### src/rtl/mem_access_pkg.sv
// Shared types for the pixel-memory access arbiter.
// Memory command encoding, FSM states and grant history.
package mem_access_pkg;

  typedef enum logic [1:0] {
    INSTR_NONE  = 2'b00,
    INSTR_READ  = 2'b01,
    INSTR_WRITE = 2'b10
  } instr_t;

  typedef enum logic [1:0] {
    ST_IDLE,
    ST_RD_ISSUE,
    ST_RD_WAIT,
    ST_WR_ISSUE
  } state_t;

  typedef enum logic {
    GRANT_RD,
    GRANT_WR
  } grant_t;

endpackage

### src/rtl/mem_req_slot.sv
// Single-entry request holder: valid bit plus payload.
// A capture is dropped while the slot is already occupied.
module mem_req_slot #(
  parameter int W = 8
) (
  input  logic         clk,
  input  logic         n_rst,
  input  logic         capture_i,
  input  logic         clear_i,
  input  logic [W-1:0] data_i,
  output logic         valid_o,
  output logic [W-1:0] data_o
);

  logic         valid_q, valid_d;
  logic [W-1:0] data_q, data_d;

  always_comb begin
    valid_d = valid_q;
    data_d  = data_q;
    if (clear_i) begin
      valid_d = 1'b0;
    end else if (capture_i && !valid_q) begin
      valid_d = 1'b1;
      data_d  = data_i;
    end
  end

  always_ff @(posedge clk or negedge n_rst) begin
    if (!n_rst) begin
      valid_q <= 1'b0;
      data_q  <= '0;
    end else begin
      valid_q <= valid_d;
      data_q  <= data_d;
    end
  end

  assign valid_o = valid_q;
  assign data_o  = data_q;

endmodule

### src/rtl/mem_access_arbiter.sv
// Fair read/write arbiter in front of a single-port pixel memory.
// Issues one-cycle commands, stalls on busy, returns read data.
module mem_access_arbiter
  import mem_access_pkg::*;
#(
  parameter int ADDR_W = 8,
  parameter int DATA_W = 8,
  parameter int RD_LAT = 1
) (
  input  logic              clk,
  input  logic              n_rst,
  input  logic              start_read,
  input  logic [ADDR_W-1:0] addr_r_mc,
  input  logic              start_write,
  input  logic [ADDR_W-1:0] addr_w_mc,
  input  logic [DATA_W-1:0] data_w,
  input  logic              busy,
  input  logic [DATA_W-1:0] data_r,
  output logic [1:0]        instruction,
  output logic [ADDR_W-1:0] addr_r,
  output logic [ADDR_W-1:0] addr_w,
  output logic [DATA_W-1:0] data_w_o,
  output logic [DATA_W-1:0] data_r_o,
  output logic              read_data_done,
  output logic              write_done,
  output logic              rd_pending,
  output logic              wr_pending
);

  localparam int CNT_W = (RD_LAT < 1) ? 1 : $clog2(RD_LAT + 1);

  state_t             state_q, state_d;
  grant_t             last_q, last_d;
  logic [CNT_W-1:0]   lat_q, lat_d;
  logic [DATA_W-1:0]  dro_q, dro_d;
  logic               rdd_q, rdd_d;
  logic               wrd_q, wrd_d;
  instr_t             instr_d;

  logic               rd_v, wr_v;
  logic               rd_clr, wr_clr;
  logic [ADDR_W-1:0]  rd_addr, wr_addr;
  logic [DATA_W-1:0]  wr_data;

  mem_req_slot #(.W(ADDR_W)) u_rd_slot (
    .clk      (clk),
    .n_rst    (n_rst),
    .capture_i(start_read),
    .clear_i  (rd_clr),
    .data_i   (addr_r_mc),
    .valid_o  (rd_v),
    .data_o   (rd_addr)
  );

  mem_req_slot #(.W(ADDR_W + DATA_W)) u_wr_slot (
    .clk      (clk),
    .n_rst    (n_rst),
    .capture_i(start_write),
    .clear_i  (wr_clr),
    .data_i   ({addr_w_mc, data_w}),
    .valid_o  (wr_v),
    .data_o   ({wr_addr, wr_data})
  );

  always_comb begin
    state_d  = state_q;
    last_d   = last_q;
    lat_d    = lat_q;
    dro_d    = dro_q;
    rdd_d    = 1'b0;
    wrd_d    = 1'b0;
    rd_clr   = 1'b0;
    wr_clr   = 1'b0;
    instr_d  = INSTR_NONE;
    addr_r   = '0;
    addr_w   = '0;
    data_w_o = '0;
    unique case (state_q)
      ST_IDLE: begin
        // Only contended grants update the fairness history
        if (rd_v && wr_v) begin
          if (last_q == GRANT_WR) begin
            state_d = ST_RD_ISSUE;
            last_d  = GRANT_RD;
          end else begin
            state_d = ST_WR_ISSUE;
            last_d  = GRANT_WR;
          end
        end else if (rd_v) begin
          state_d = ST_RD_ISSUE;
        end else if (wr_v) begin
          state_d = ST_WR_ISSUE;
        end
      end
      ST_RD_ISSUE: begin
        if (!busy) begin
          instr_d = INSTR_READ;
          addr_r  = rd_addr;
          state_d = ST_RD_WAIT;
          lat_d   = CNT_W'(RD_LAT);
        end
      end
      ST_RD_WAIT: begin
        if (lat_q == CNT_W'(1)) begin
          dro_d   = data_r;
          rdd_d   = 1'b1;
          rd_clr  = 1'b1;
          lat_d   = '0;
          state_d = ST_IDLE;
        end else begin
          lat_d = lat_q - CNT_W'(1);
        end
      end
      ST_WR_ISSUE: begin
        if (!busy) begin
          instr_d  = INSTR_WRITE;
          addr_w   = wr_addr;
          data_w_o = wr_data;
          wrd_d    = 1'b1;
          wr_clr   = 1'b1;
          state_d  = ST_IDLE;
        end
      end
      default: state_d = ST_IDLE;
    endcase
  end

  always_ff @(posedge clk or negedge n_rst) begin
    if (!n_rst) begin
      state_q <= ST_IDLE;
      last_q  <= GRANT_WR;
      lat_q   <= '0;
      dro_q   <= '0;
      rdd_q   <= 1'b0;
      wrd_q   <= 1'b0;
    end else begin
      state_q <= state_d;
      last_q  <= last_d;
      lat_q   <= lat_d;
      dro_q   <= dro_d;
      rdd_q   <= rdd_d;
      wrd_q   <= wrd_d;
    end
  end

  assign instruction    = instr_d;
  assign data_r_o       = dro_q;
  assign read_data_done = rdd_q;
  assign write_done     = wrd_q;
  assign rd_pending     = rd_v;
  assign wr_pending     = wr_v;

endmodule

### config.mk
export PLATFORM = sky130hd
export DESIGN_NAME = mem_access_arbiter
export DESIGN_NICKNAME = d
export VERILOG_FILES = /design/src/rtl/mem_access_pkg.sv /design/src/rtl/mem_req_slot.sv /design/src/rtl/mem_access_arbiter.sv
export SDC_FILE = /design/constraint.sdc
export NUM_CORES = 1
export LEC_CHECK = 0
export ABC_AREA = 1
export BUFFER_PORTS_ARGS = -buffer_cell sky130_fd_sc_hd__buf_2
export CAP_MARGIN = 25
export CORE_MARGIN = 2
export CORE_UTILIZATION = 34
export CTS_CLUSTER_SIZE = 40
export DETAILED_ROUTE_END_ITERATION = 16
export HOLD_SLACK_MARGIN = 0.12
export MAX_ROUTING_LAYER = met4
export PLACE_DENSITY = 0.63
export SYNTH_ARGS = -nofsm -noshare
export SYNTH_HDL_FRONTEND = slang
export SYNTH_SLANG_ARGS = --single-unit
export TNS_END_PERCENT = 10
### constraint.sdc
create_clock -name clk -period 1.1 [get_ports clk]
set_clock_uncertainty 0.05 [all_clocks]
set_input_delay 0.22 -clock clk [delete_from_list [all_inputs] [get_ports clk]]
set_output_delay 0.22 -clock clk [all_outputs]
set_load 0.01 [all_outputs]
==> implementation parameters, run 1 <==
Parameter                              Value

Yosys
  Synth warnings ... 0
  Gate count after technology mapping ... ~240
  Yosys top cell area share ... a little over half
  Post-synth top area cell ... sky130_fd_sc_hd__dfrtp_1
  Mean Syn Cell Area ... 7.853 sq um
  Largest cells by area after synthesis ... sky130_fd_sc_hd__dfrtp_1, sky130_fd_sc_hd__nand2_1, sky130_fd_sc_hd__inv_1
  Flops & latches, synth ... 40
  Syn_nets ... between 200 and 300
  Portion of the post-synthesis area used by sequential elements ... 54.31%
  Unique cell type count in the Yosys netlist ... 21
  Synthesized cell area ... around 1800 sq um

Drt
  Count of antenna-violating nets left after detailed routing ... 0
  Initial DRT Pass Iterations ... 4
  Final wirelength ... 4598 microns
  Vias per inst ... 4.200
  Violation count after the first detailed-route iteration ... between 60 and 70
  Wire length per cell ... about 11 microns
  Total DRC errors in the routed layout ... 0
  Via total after detailed routing ... about 1.8k

Placement
  IO Port Bufs ... 74
  Final GP Congestion ... 0.7983
  Detailed placement HPWL ... 2990 microns

Worst setup path
  Crit end category ... output port
  Required time reported for the critical path endpoint ... 0.83 ns
  Worst R2R End ... u_rd_slot.data_o[0]$_DFFE_PN0P_
  Reg-to-reg startpoint ... state_q[0]$_DFFE_PN0P_
  CP Max Fanout ... 9
  Crit path kind ... reg2out
  Critical Path AT ... around 1.2 ns
  Critical Path Source Type ... register
  Register-to-Register Path Depth ... 7
  Slack of the worst reg-to-reg path ... -0.23 ns

Hold path
  Worst Hold End ... u_wr_slot.data_o[10]$_DFFE_PN0P_
  Start point of the worst hold path ... addr_w_mc[2]
  Cell depth of the worst min-delay path ... 3
  Hold WC Path Type ... in2reg

Final layout
  Synth-to-layout area growth ... 66.98%
  Fill cell instance count of the final layout ... roughly 480
  Ratio of cells with drive above 1 in the final layout ... between 40% and 50%
  Utilization after layout ... approximately 60%
  Antenna fix cells ... 0
  Net total in the final layout ... 397

Global routing
  Combined global-route utilization of all metal layers ... 16.87%
  GRT overflow ... 0
  Antenna violations before repair ... 0
  Via count of the first global-routing pass ... approximately 1.7k
  First-pass GRT wire length ... between 7000 and 8000 microns
  Maximum number of pins on one net before global-route repair ... 41

STA
  Final clock period utilization by the worst path ... 135.9%
  Worst-Margin Slew ... between 0.2 and 0.25 ns
  Relative slew margins ... a little under nine tenths
  Final Hold Fails ... 0
  RSZ-0062 raised after global routing ... true
  Setup slack after layout ... -0.3946 ns
  Number of endpoints failing setup at the final stage ... 66
  Worst hold margin ... about 0.13 ns
  Max Clock Freq ... about 0.67 GHz
  Final Critical Period ... 1.495 ns
  Final Max Slew Viols ... 0

Clock network
  Number of buffers created by CTS ... 5
  Count of clock tree sinks ... 40
  Deepest clock path buffer count ... 2
  TritonCTS clock tree ... done
  Clock edge transition at the registers on the reported setup and hold paths ... approximately 0.07 ns
  Latest clock arrival within the worst-skew pair ... between 0.2 and 0.3 ns
  Cell chosen for the clock root ... sky130_fd_sc_hd__clkbuf_8
  CTS H-tree depth ... 2

Floorplanning
  Die ar. ... a little over 6000 sq um
  Boundary Pins ... 75
  Core Rows ... 26
  Core Footprint ... between 5000 and 6000 sq um
  Die extent in y ... 77.68 microns
  Floorplan die width ... 77.68 microns
  Initial Util ... a little over a third

Status
  Violated checks ... setup timing
  Status ... complete, but fails checks

Power and ir drop
  Reported leakage power ... between 0.0015 and 0.002 uW
  Maximum vdd drop ... 0.0008603 V
  Power density cells ... roughly 2200 nW/um^2

Run
  Max-cap check violation count ... 0
-- layout make-up --
| class | count | area (sq um) | area share (%) |
|---|---|---|---|
| multi-input combinational | 136 | 755.7 | 24.52 |
| tap | 70 | 87.58 | 2.842 |
| sequential | 40 | 1006 | 32.64 |
| clock buffer | 7 | 96.34 | 3.126 |
| inverter | 52 | 202.7 | 6.577 |
| timing repair buffer | 125 | 933.4 | 30.29 |
-- critical path: stages, from the launching register on --
cell and delay [ns]:
sky130_fd_sc_hd__dfrtp_2 0.42, sky130_fd_sc_hd__nand2_2 0.09, sky130_fd_sc_hd__nor2_4 0.13, sky130_fd_sc_hd__inv_6 0.10, sky130_fd_sc_hd__nor2_4 0.08, sky130_fd_sc_hd__buf_2 0.13
-- cells in the final DEF, fill, tap and decap left out --
master	instances
sky130_fd_sc_hd__buf_2	70
sky130_fd_sc_hd__nand2_1	69
sky130_fd_sc_hd__inv_1	49
sky130_fd_sc_hd__dfrtp_1	36
sky130_fd_sc_hd__dlygate4sd3_1	33
sky130_fd_sc_hd__o21ai_1	16
sky130_fd_sc_hd__nor2_2	14
sky130_fd_sc_hd__nor2_4	12
sky130_fd_sc_hd__buf_6	10
sky130_fd_sc_hd__buf_4	8
sky130_fd_sc_hd__nand3_2	7
sky130_fd_sc_hd__clkbuf_8	7
sky130_fd_sc_hd__nor2_1	5
sky130_fd_sc_hd__buf_12	4
sky130_fd_sc_hd__nand2_2	3
sky130_fd_sc_hd__dfrtp_2	3
sky130_fd_sc_hd__nand3_4	2
sky130_fd_sc_hd__o21ai_0	2
sky130_fd_sc_hd__nand3_1	2
sky130_fd_sc_hd__inv_6	1
sky130_fd_sc_hd__inv_2	1
sky130_fd_sc_hd__nand2_4	1
sky130_fd_sc_hd__inv_4	1
sky130_fd_sc_hd__nand3b_1	1
sky130_fd_sc_hd__o211ai_1	1
sky130_fd_sc_hd__a21oi_1	1
sky130_fd_sc_hd__dfstp_2	1
-- logic make-up (layout without fill, tap and decap cells) --
group	Yosys count	after routing	synth area share, %
AO/OA/AOI/OAI	20	20	5.559
buffers and inverters	59	184	13.15
flip-flops	40	40	54.31
AND/OR/NAND/NOR	116	116	26.98
-- what timing repair did --
item                                   4_1_cts  5_1_grt
resized for setup                           37        6
hold buffers                                33        0
buffers inserted                             2        1
pin swaps                                    9        3
setup endpoints to repair                   73       77
endpoints found under the hold margin       72        0
-- routing by layer --
metal	share of wire, %	global-route usage, %	vias to the layer above
li1	-	-	937
met1	41	18.77	824
met2	54	29.57	39
met3	2.9	3.372	6
met4	1.6	6.786	0
met5	0	-	-
-- flip-flops by register name (all words and copies together), names as in the netlist --
name	count
data_r_o	8
u_rd_slot.data_o	8
u_wr_slot.valid_o	1
write_done	1
u_wr_slot.data_o	16
state_q	2
last_q	1
u_rd_slot.valid_o	1
read_data_done	1
lat_q	1
-- per-stage QoR --
stage | total power, uW | cells | setup slack, ns | cell area (sq um) | TNS, ns
6_report | 6928 | 430 | -0.3946 | 3082 | -15.51
5_1_grt | 7553 | 430 | -0.4767 | 3082 | -20.38
4_1_cts | 6950 | 429 | -0.4223 | 3053 | -14.57
3_5_place_dp | 5460 | 387 | -0.1791 | 2521 | -7.374
3_3_place_gp | 5384 | 387 | -0.1683 | 2521 | -6.807
2_1_floorplan | 4422 | 235 | -0.08314 | 1956 | -2.179
-- worst max-delay path by stage --
stage / cells past startpoint / slack [ns] / startpoint / end
after floorplan: 5 / -0.08 / state_q[0]$_DFFE_PN0P_ / addr_r[0]
after global placement: 4 / -0.17 / state_q[1]$_DFFE_PN0P_ / data_w_o[2]
after detailed placement: 7 / -0.18 / state_q[0]$_DFFE_PN0P_ / state_q[1]$_DFFE_PN0P_
after CTS: 4 / -0.42 / state_q[1]$_DFFE_PN0P_ / addr_w[6]
after global routing: 4 / -0.48 / state_q[1]$_DFFE_PN0P_ / addr_w[6]
final: 5 / -0.39 / state_q[0]$_DFFE_PN0P_ / addr_r[0]
-- power breakdown --
part	switching, uW	internal, uW	total (uW)	leakage [uW]
Sequential	445	2190	2630	0.000489
Clock	477	559	1040	0.0000503
Combinational	1760	1500	3260	0.00116
Total	2690	4240	6930	0.00170
-- cell usage after synthesis --
master	instances
sky130_fd_sc_hd__a21oi_1	1
sky130_fd_sc_hd__buf_2	4
sky130_fd_sc_hd__buf_4	2
sky130_fd_sc_hd__buf_6	1
sky130_fd_sc_hd__clkinv_2	1
sky130_fd_sc_hd__dfrtp_1	39
sky130_fd_sc_hd__dfstp_2	1
sky130_fd_sc_hd__inv_1	49
sky130_fd_sc_hd__inv_2	2
sky130_fd_sc_hd__nand2_1	71
sky130_fd_sc_hd__nand2_2	1
sky130_fd_sc_hd__nand2_4	1
sky130_fd_sc_hd__nand3_1	9
sky130_fd_sc_hd__nand3_4	2
sky130_fd_sc_hd__nand3b_1	1
sky130_fd_sc_hd__nor2_1	29
sky130_fd_sc_hd__nor2_2	1
sky130_fd_sc_hd__nor2_4	1
sky130_fd_sc_hd__o211ai_1	1
sky130_fd_sc_hd__o21ai_0	17
sky130_fd_sc_hd__o21ai_1	1
Note: power is estimated with default switching activity, not from simulation.
==> run 2: changes to the inputs <==
--- a/config.mk
+++ b/config.mk
@@ -5,7 +5,7 @@
 export SDC_FILE = /design/constraint.sdc
 export NUM_CORES = 1
 export LEC_CHECK = 0
-export ABC_AREA = 1
+export ABC_AREA = 0
 export BUFFER_PORTS_ARGS = -buffer_cell sky130_fd_sc_hd__buf_2
 export CAP_MARGIN = 25
 export CORE_MARGIN = 2
==> run 2 against run 1 <==
Critical path depth did not move. Largest power group unchanged. The run still ends with setup timing left. Clock power rose by 12%. Final area fell by 6.4%. Sequential share of layout area rose by 2.1 points. Critical path type unchanged. Sequential power fell by 2%. Final cell count fell by 24%. Routed wire length fell by 11%. Total power fell by 4.0%.
==> implementation parameters, run 2 <==
Parameter                              Value

Status
  Status ... complete, but fails checks
  Violated checks ... setup timing

Final layout
  Synth-to-layout area growth ... 61.94%
  Fill cell instance count of the final layout ... 436
  Net total in the final layout ... 291
  Multi-input gate area in the final layout ... between 700 and 800 sq um
  Highest-count cells in the layout ignoring fill and taps ... sky130_fd_sc_hd__buf_2, sky130_fd_sc_hd__dfrtp_1, sky130_fd_sc_hd__dlygate4sd3_1
  Ratio of cells with drive above 1 in the final layout ... a little over half
  Area used by sequential logic in the layout ... approximately 1000 sq um
  Utilization after layout ... a little under three fifths
  Antenna fix cells ... 0
  Leading cell type in the layout, fill and taps excluded ... sky130_fd_sc_hd__buf_2
  Non-filler cells, final ... around 330
  Largest register FFs ... 16

Floorplanning
  Floorplan die width ... about 76 microns
  Boundary Pins ... 75
  Die extent in y ... around 76 microns
  Core Footprint ... roughly 5100 sq um
  Initial Util ... 35.11%
  Core Rows ... 26
  Die ar. ... 5835 sq um

Yosys
  Gate count after technology mapping ... 131
  Portion of the post-synthesis area used by sequential elements ... a little under three fifths
  Mean Syn Cell Area ... 13.60 sq um
  Syn_nets ... about 170
  Unique cell type count in the Yosys netlist ... 23
  Proportion of register bits with asynchronous set or reset after synthesis ... 100.0%
  Synthesized cell area ... 1782 sq um
  Flops & latches, synth ... 40
  Largest cells by area after synthesis ... sky130_fd_sc_hd__dfrtp_1, sky130_fd_sc_hd__mux2_2, sky130_fd_sc_hd__and2_1
  Post-synth top area cell ... sky130_fd_sc_hd__dfrtp_1
  Synth warnings ... 0
  Yosys top cell area share ... about 55%
  Post-synth EDFFs ... 0
  Library cell with the highest instance count after synthesis ... sky130_fd_sc_hd__dfrtp_1
  Top cells by instance count after synthesis ... sky130_fd_sc_hd__dfrtp_1, sky130_fd_sc_hd__and2_1, sky130_fd_sc_hd__mux2_2, sky130_fd_sc_hd__mux2_4, sky130_fd_sc_hd__nor2_1
  Most common flop cell mapped by yosys ... sky130_fd_sc_hd__dfrtp_1

Clock network
  Clock edge transition at the registers on the reported setup and hold paths ... roughly 0.07 ns
  Count of clock tree sinks ... 40
  Number of buffers created by CTS ... 5
  Cell chosen for the clock root ... sky130_fd_sc_hd__clkbuf_8
  CTS H-tree depth ... 2
  TritonCTS clock tree ... done
  Deepest clock path buffer count ... 2
  Latest clock arrival within the worst-skew pair ... around 0.28 ns

Global routing
  GRT overflow ... 0
  First-pass GRT wire length ... 6927 microns
  Combined global-route utilization of all metal layers ... 15.01%
  Maximum number of pins on one net before global-route repair ... 20
  Via count of the first global-routing pass ... around 1.5k
  Antenna violations before repair ... 0

Drt
  Violation count after the first detailed-route iteration ... 28
  Uppermost layer routed ... met4
  Initial DRT Pass Iterations ... 4
  DR WL met3 ... 218 microns
  Count of antenna-violating nets left after detailed routing ... 0
  Wire length per cell ... 12.64 microns
  Total DRC errors in the routed layout ... 0
  Via total after detailed routing ... 1429
  Sum of routed wire segments on met1 ... 1744 microns
  Vias per inst ... 4.397
  Final wirelength ... 4108 microns
  Amount of wire on met2 after detailed routing ... 2074 microns

STA
  Final Critical Period ... approximately 1.7 ns
  Final Max Slew Viols ... 0
  Max Clock Freq ... just over 0.6 GHz
  Relative slew margins ... between 80 and 90%
  Final Hold Fails ... 0
  Final clock period utilization by the worst path ... 150.3%
  Worst-Margin Slew ... 0.2983 ns
  RSZ-0062 raised after global routing ... true
  Number of endpoints failing setup at the final stage ... between 60 and 70
  Setup slack after layout ... -0.5531 ns

Worst setup path
  Crit path kind ... reg2out
  Critical Path Source Type ... register
  Critical Path AT ... between 1 and 1.5 ns
  Required time reported for the critical path endpoint ... just over 0.8 ns
  Crit end category ... output port
  CP Max Fanout ... 4

Placement
  Cell count after placement ... around 280
  IO Port Bufs ... 74
  Final GP Congestion ... between 0.7 and 0.8
  Detailed placement HPWL ... 2511 microns

Power and ir drop
  Maximum vdd drop ... 0.0009887 V
  Power density cells ... ~2300 nW/um^2
  Reported leakage power ... roughly 0.0015 uW

Run
  Max-cap check violation count ... 0

Hold path
  Hold WC Path Type ... in2reg
==> run 2: cell count changes in the layout (fill, tap and decap cells not counted), moves of 14 or more <==
cell and delta:
sky130_fd_sc_hd__o21ai_1 -16, sky130_fd_sc_hd__nor2_2 -14, sky130_fd_sc_hd__nand2_1 -65, sky130_fd_sc_hd__inv_1 -47, sky130_fd_sc_hd__and2_1 +18, sky130_fd_sc_hd__mux2_2 +21
==> run 2: critical path, stage by stage (launching register included) <==
cell                      delay (ns)
sky130_fd_sc_hd__dfrtp_1        0.39
sky130_fd_sc_hd__buf_6          0.12
sky130_fd_sc_hd__nor3b_4        0.19
sky130_fd_sc_hd__buf_2          0.17
sky130_fd_sc_hd__and2_4         0.14
sky130_fd_sc_hd__buf_6          0.09
==> run 2: final cells by class <==
class,instances,area share (%)
Clock buffer,6,2.515
Clock inverter,2,1.214
Inverter,2,0.2602
Multi-Input combinational cell,81,25.15
Sequential cell,40,34.74
Tap cell,70,3.036
Timing Repair Buffer,124,33.09
==> run 2: power breakdown <==
group | switching (uW) | leakage [uW] | internal (uW)
Combinational | 1120 | 0.000940 | 1780
Sequential | 354 | 0.000471 | 2230
Clock | 491 | 0.0000552 | 673
==> run 2: worst paths after layout <==
| check | from | to | slack (ns) | cells past startpoint |
|---|---|---|---|---|
| max in group asynchronous | n_rst | data_r_o[6]$_DFFE_PN0P_ | 0.30 | 3 |
| hold reg to reg | u_rd_slot.data_o[5]$_DFFE_PN0P_ | u_rd_slot.data_o[5]$_DFFE_PN0P_ | 0.45 | 1 |
| setup reg to reg | state_q[1]$_DFFE_PN0P_ | u_wr_slot.data_o[11]$_DFFE_PN0P_ | -0.53 | 4 |
| hold / removal | addr_r_mc[1] | u_rd_slot.data_o[1]$_DFFE_PN0P_ | 0.13 | 2 |
| min in group asynchronous | n_rst | u_wr_slot.data_o[8]$_DFFE_PN0P_ | 0.32 | 2 |
| setup / recovery | state_q[1]$_DFFE_PN0P_ | addr_r[7] | -0.55 | 5 |
==> run 2: metrics by stage <==
stage	power (uW)	setup WS, ns	setup TNS (ns)	cell area [sq um]	hold slack (ns)
after floorplan	4276	-0.7699	-24.00	1782	-0.1256
after global placement	5067	-0.4827	-18.05	2316	0.07313
after detailed placement	5113	-0.5095	-19.10	2316	0.07500
after CTS	6595	-0.5825	-28.60	2809	0.1220
after global routing	7124	-0.6464	-32.25	2885	0.1281
final	6648	-0.5531	-27.90	2885	0.1339
==> run 2: what timing repair did <==
item,CTS,global route
endpoints found under the setup margin,62,73
hold buffers,32,1
gates resized for setup,13,14
buffers inserted,1,1
cloned,1,0
pin swaps,17,5
hold endpoints to repair,71,1
==> run 2: metal layers <==
| layer | global-route usage [%] | vias to the layer above |
|---|---|---|
| met2 | 25.49 | 62 |
| li1 | - | 681 |
| met4 | 4.000 | 0 |
| met3 | 3.791 | 8 |
| met1 | 17.83 | 678 |
| met5 | - | - |
==> run 2: cell families after synthesis <==
kind of cell	after synthesis	synth area share [%]
buffers and inverters	10	4.845
flip-flops	40	56.25
AND/OR/NAND/NOR	42	13.83
AO/OA/AOI/OAI	5	1.756
XOR/XNOR	2	0.9833
multiplexers	32	22.33
==> run 3: changes to the inputs <==
--- a/config.mk
+++ b/config.mk
@@ -5,16 +5,16 @@
 export SDC_FILE = /design/constraint.sdc
 export NUM_CORES = 1
 export LEC_CHECK = 0
-export ABC_AREA = 0
+export ABC_AREA = 1
 export BUFFER_PORTS_ARGS = -buffer_cell sky130_fd_sc_hd__buf_2
 export CAP_MARGIN = 25
 export CORE_MARGIN = 2
-export CORE_UTILIZATION = 34
+export CORE_UTILIZATION = 30
 export CTS_CLUSTER_SIZE = 40
 export DETAILED_ROUTE_END_ITERATION = 16
 export HOLD_SLACK_MARGIN = 0.12
 export MAX_ROUTING_LAYER = met4
-export PLACE_DENSITY = 0.63
+export PLACE_DENSITY = 0.57
 export SYNTH_ARGS = -nofsm -noshare
 export SYNTH_HDL_FRONTEND = slang
 export SYNTH_SLANG_ARGS = --single-unit
==> run 3 against run 2 <==
The run still ends with setup timing left. Via count rose by 25%. Combinational power rose by 7.6%. Worst hold slack got worse by 0.019 ns. Largest power group unchanged.
==> implementation parameters, run 3 (synthesis gave the netlist of run 1 again) <==
Parameter                              Value

Clock network
  CTS H-tree depth ... 2
  Deepest clock path buffer count ... 2
  Clock edge transition at the registers on the reported setup and hold paths ... roughly 0.08 ns
  Count of clock tree sinks ... 40
  Number of buffers created by CTS ... 5
  Cell chosen for the clock root ... sky130_fd_sc_hd__clkbuf_8
  TritonCTS clock tree ... done
  Latest clock arrival within the worst-skew pair ... 0.28 ns

Placement
  Post-placement setup slack ... -0.1906 ns
  Detailed placement HPWL ... 3054 microns
  Cell count after placement ... between 300 and 400
  Final GP Congestion ... 0.7719
  Area after DPL ... ~2500 sq um
  IO Port Bufs ... 74

Floorplanning
  Core Footprint ... 5921 sq um
  Boundary Pins ... 75
  Die ar. ... between 6000 and 7000 sq um
  Core Rows ... 28
  Die extent in y ... 82.43 microns
  Initial Util ... approximately 31%
  Floorplan die width ... 82.43 microns

Power and ir drop
  Power density cells ... 2223 nW/um^2
  Power, Total ... 6634 uW
  Reported leakage power ... approximately 0.0017 uW
  Maximum vdd drop ... around 0.0012 V

Drt
  Wire length per cell ... approximately 10 microns
  Via total after detailed routing ... 1793
  Vias per inst ... between 4 and 5
  Final wirelength ... approximately 4500 microns
  Initial DRT Pass Iterations ... 4
  Total DRC errors in the routed layout ... 0
  Violation count after the first detailed-route iteration ... 66
  Count of antenna-violating nets left after detailed routing ... 0

Status
  Violated checks ... setup timing
  Status ... complete, but fails checks

Hold path
  Hold WC Path Type ... in2reg
  Worst Hold End ... u_wr_slot.data_o[9]$_DFFE_PN0P_
  Cell depth of the worst min-delay path ... 3
  Start point of the worst hold path ... addr_w_mc[1]

Final layout
  Net total in the final layout ... about 390
  Non-filler cells, final ... 431
  Antenna fix cells ... 0
  Highest-count cells in the layout ignoring fill and taps ... sky130_fd_sc_hd__buf_2, sky130_fd_sc_hd__nand2_1, sky130_fd_sc_hd__inv_1
  Final design instance area without fill ... 2984 sq um
  Leading cell type in the layout, fill and taps excluded ... sky130_fd_sc_hd__buf_2
  Fill cell instance count of the final layout ... 580
  Largest register FFs ... 16
  Ratio of cells with drive above 1 in the final layout ... between 30% and 40%
  Utilization after layout ... slightly above 50%
  Synth-to-layout area growth ... 61.69%

STA
  Setup slack after layout ... -0.4100 ns
  RSZ-0062 raised after global routing ... true
  Final Max Slew Viols ... 0
  Final Critical Period ... about 1.5 ns
  Final clock period utilization by the worst path ... 137.3%
  Relative slew margins ... between 70% and 80%
  Final Hold Fails ... 0
  Worst-Margin Slew ... ~0.36 ns
  Number of endpoints failing setup at the final stage ... 67
  Max Clock Freq ... ~0.66 GHz

Global routing
  Combined global-route utilization of all metal layers ... between 10% and 20%
  Via count of the first global-routing pass ... 1627
  First-pass GRT wire length ... roughly 7200 microns
  GRT overflow ... 0
  Antenna violations before repair ... 0
  Maximum number of pins on one net before global-route repair ... 25

Worst setup path
  Slack of the worst reg-to-reg path ... -0.34 ns
  Register-to-Register Path Depth ... 8
  Required time reported for the critical path endpoint ... 0.83 ns
  Crit path kind ... reg2out
  Reg-to-reg startpoint ... state_q[0]$_DFFE_PN0P_
  Crit end category ... output port
  Critical Path AT ... approximately 1.2 ns
  CP Max Fanout ... 13
  Worst R2R End ... u_rd_slot.data_o[4]$_DFFE_PN0P_
  Critical Path Source Type ... register

Run
  Max-cap check violation count ... 0
==> run 3: cell type report <==
cell class / instances / area (sq um) / share of cell area (%)
flip-flops and latches: 40 / 1005 / 33.67
repair buffers: 121 / 875.8 / 29.35
multi-input cells: 136 / 730.7 / 24.49
clock buffers: 6 / 72.57 / 2.432
well taps: 75 / 93.84 / 3.145
inverters: 52 / 201.4 / 6.751
clock inverters: 1 / 5.005 / 0.1677
==> run 3: worst max path at each step <==
stage	startpoint	to	cells after the start
after floorplan	state_q[0]$_DFFE_PN0P_	addr_r[0]	5
after global placement	state_q[1]$_DFFE_PN0P_	data_w_o[2]	4
after detailed placement	state_q[1]$_DFFE_PN0P_	data_w_o[2]	4
after CTS	state_q[0]$_DFFE_PN0P_	addr_w[6]	4
after global routing	state_q[1]$_DFFE_PN0P_	data_w_o[3]	4
final	state_q[0]$_DFFE_PN0P_	data_w_o[2]	4
==> run 3: per-stage QoR <==
step                TNS, ns  hold WS [ns]
finish               -18.56        0.1151
global placement     -7.346        0.1111
CTS                  -15.77        0.1208
floorplan            -2.179       -0.1256
global route         -23.44        0.1245
detailed placement   -7.950        0.1136
==> run 3: per-layer routing <==
| layer | vias to the layer above | global-route usage, % | routed length (microns) |
|---|---|---|---|
| li1 | 936 | - | - |
| met1 | 817 | 17.49 | 1887 |
| met2 | 35 | 24.44 | 2418 |
| met3 | 5 | 2.283 | 143 |
| met4 | 0 | 5.500 | 69 |
| met5 | - | - | 0 |
==> run 3: critical path, stage by stage, from the launching register on <==
cell                      delay [ns]
sky130_fd_sc_hd__dfrtp_1        0.42
sky130_fd_sc_hd__nand3_4        0.14
sky130_fd_sc_hd__buf_12         0.19
sky130_fd_sc_hd__nor2_2         0.08
sky130_fd_sc_hd__buf_2          0.13
==> run 3: repair_timing <==
item | in CTS | in global routing
hold buffers | 28 | 0
resized for setup | 19 | 14
endpoints found under the hold margin | 39 | 0
pin swaps | 3 | 5
setup endpoints to repair | 68 | 75
setup buffers | 2 | 3
==> run 3: power breakdown <==
part | internal (uW) | total [uW] | leakage (uW) | switching [uW]
combinational | 1390 | 3120 | 0.00113 | 1720
sequential | 2180 | 2600 | 0.000490 | 422
clock | 431 | 912 | 0.0000410 | 481
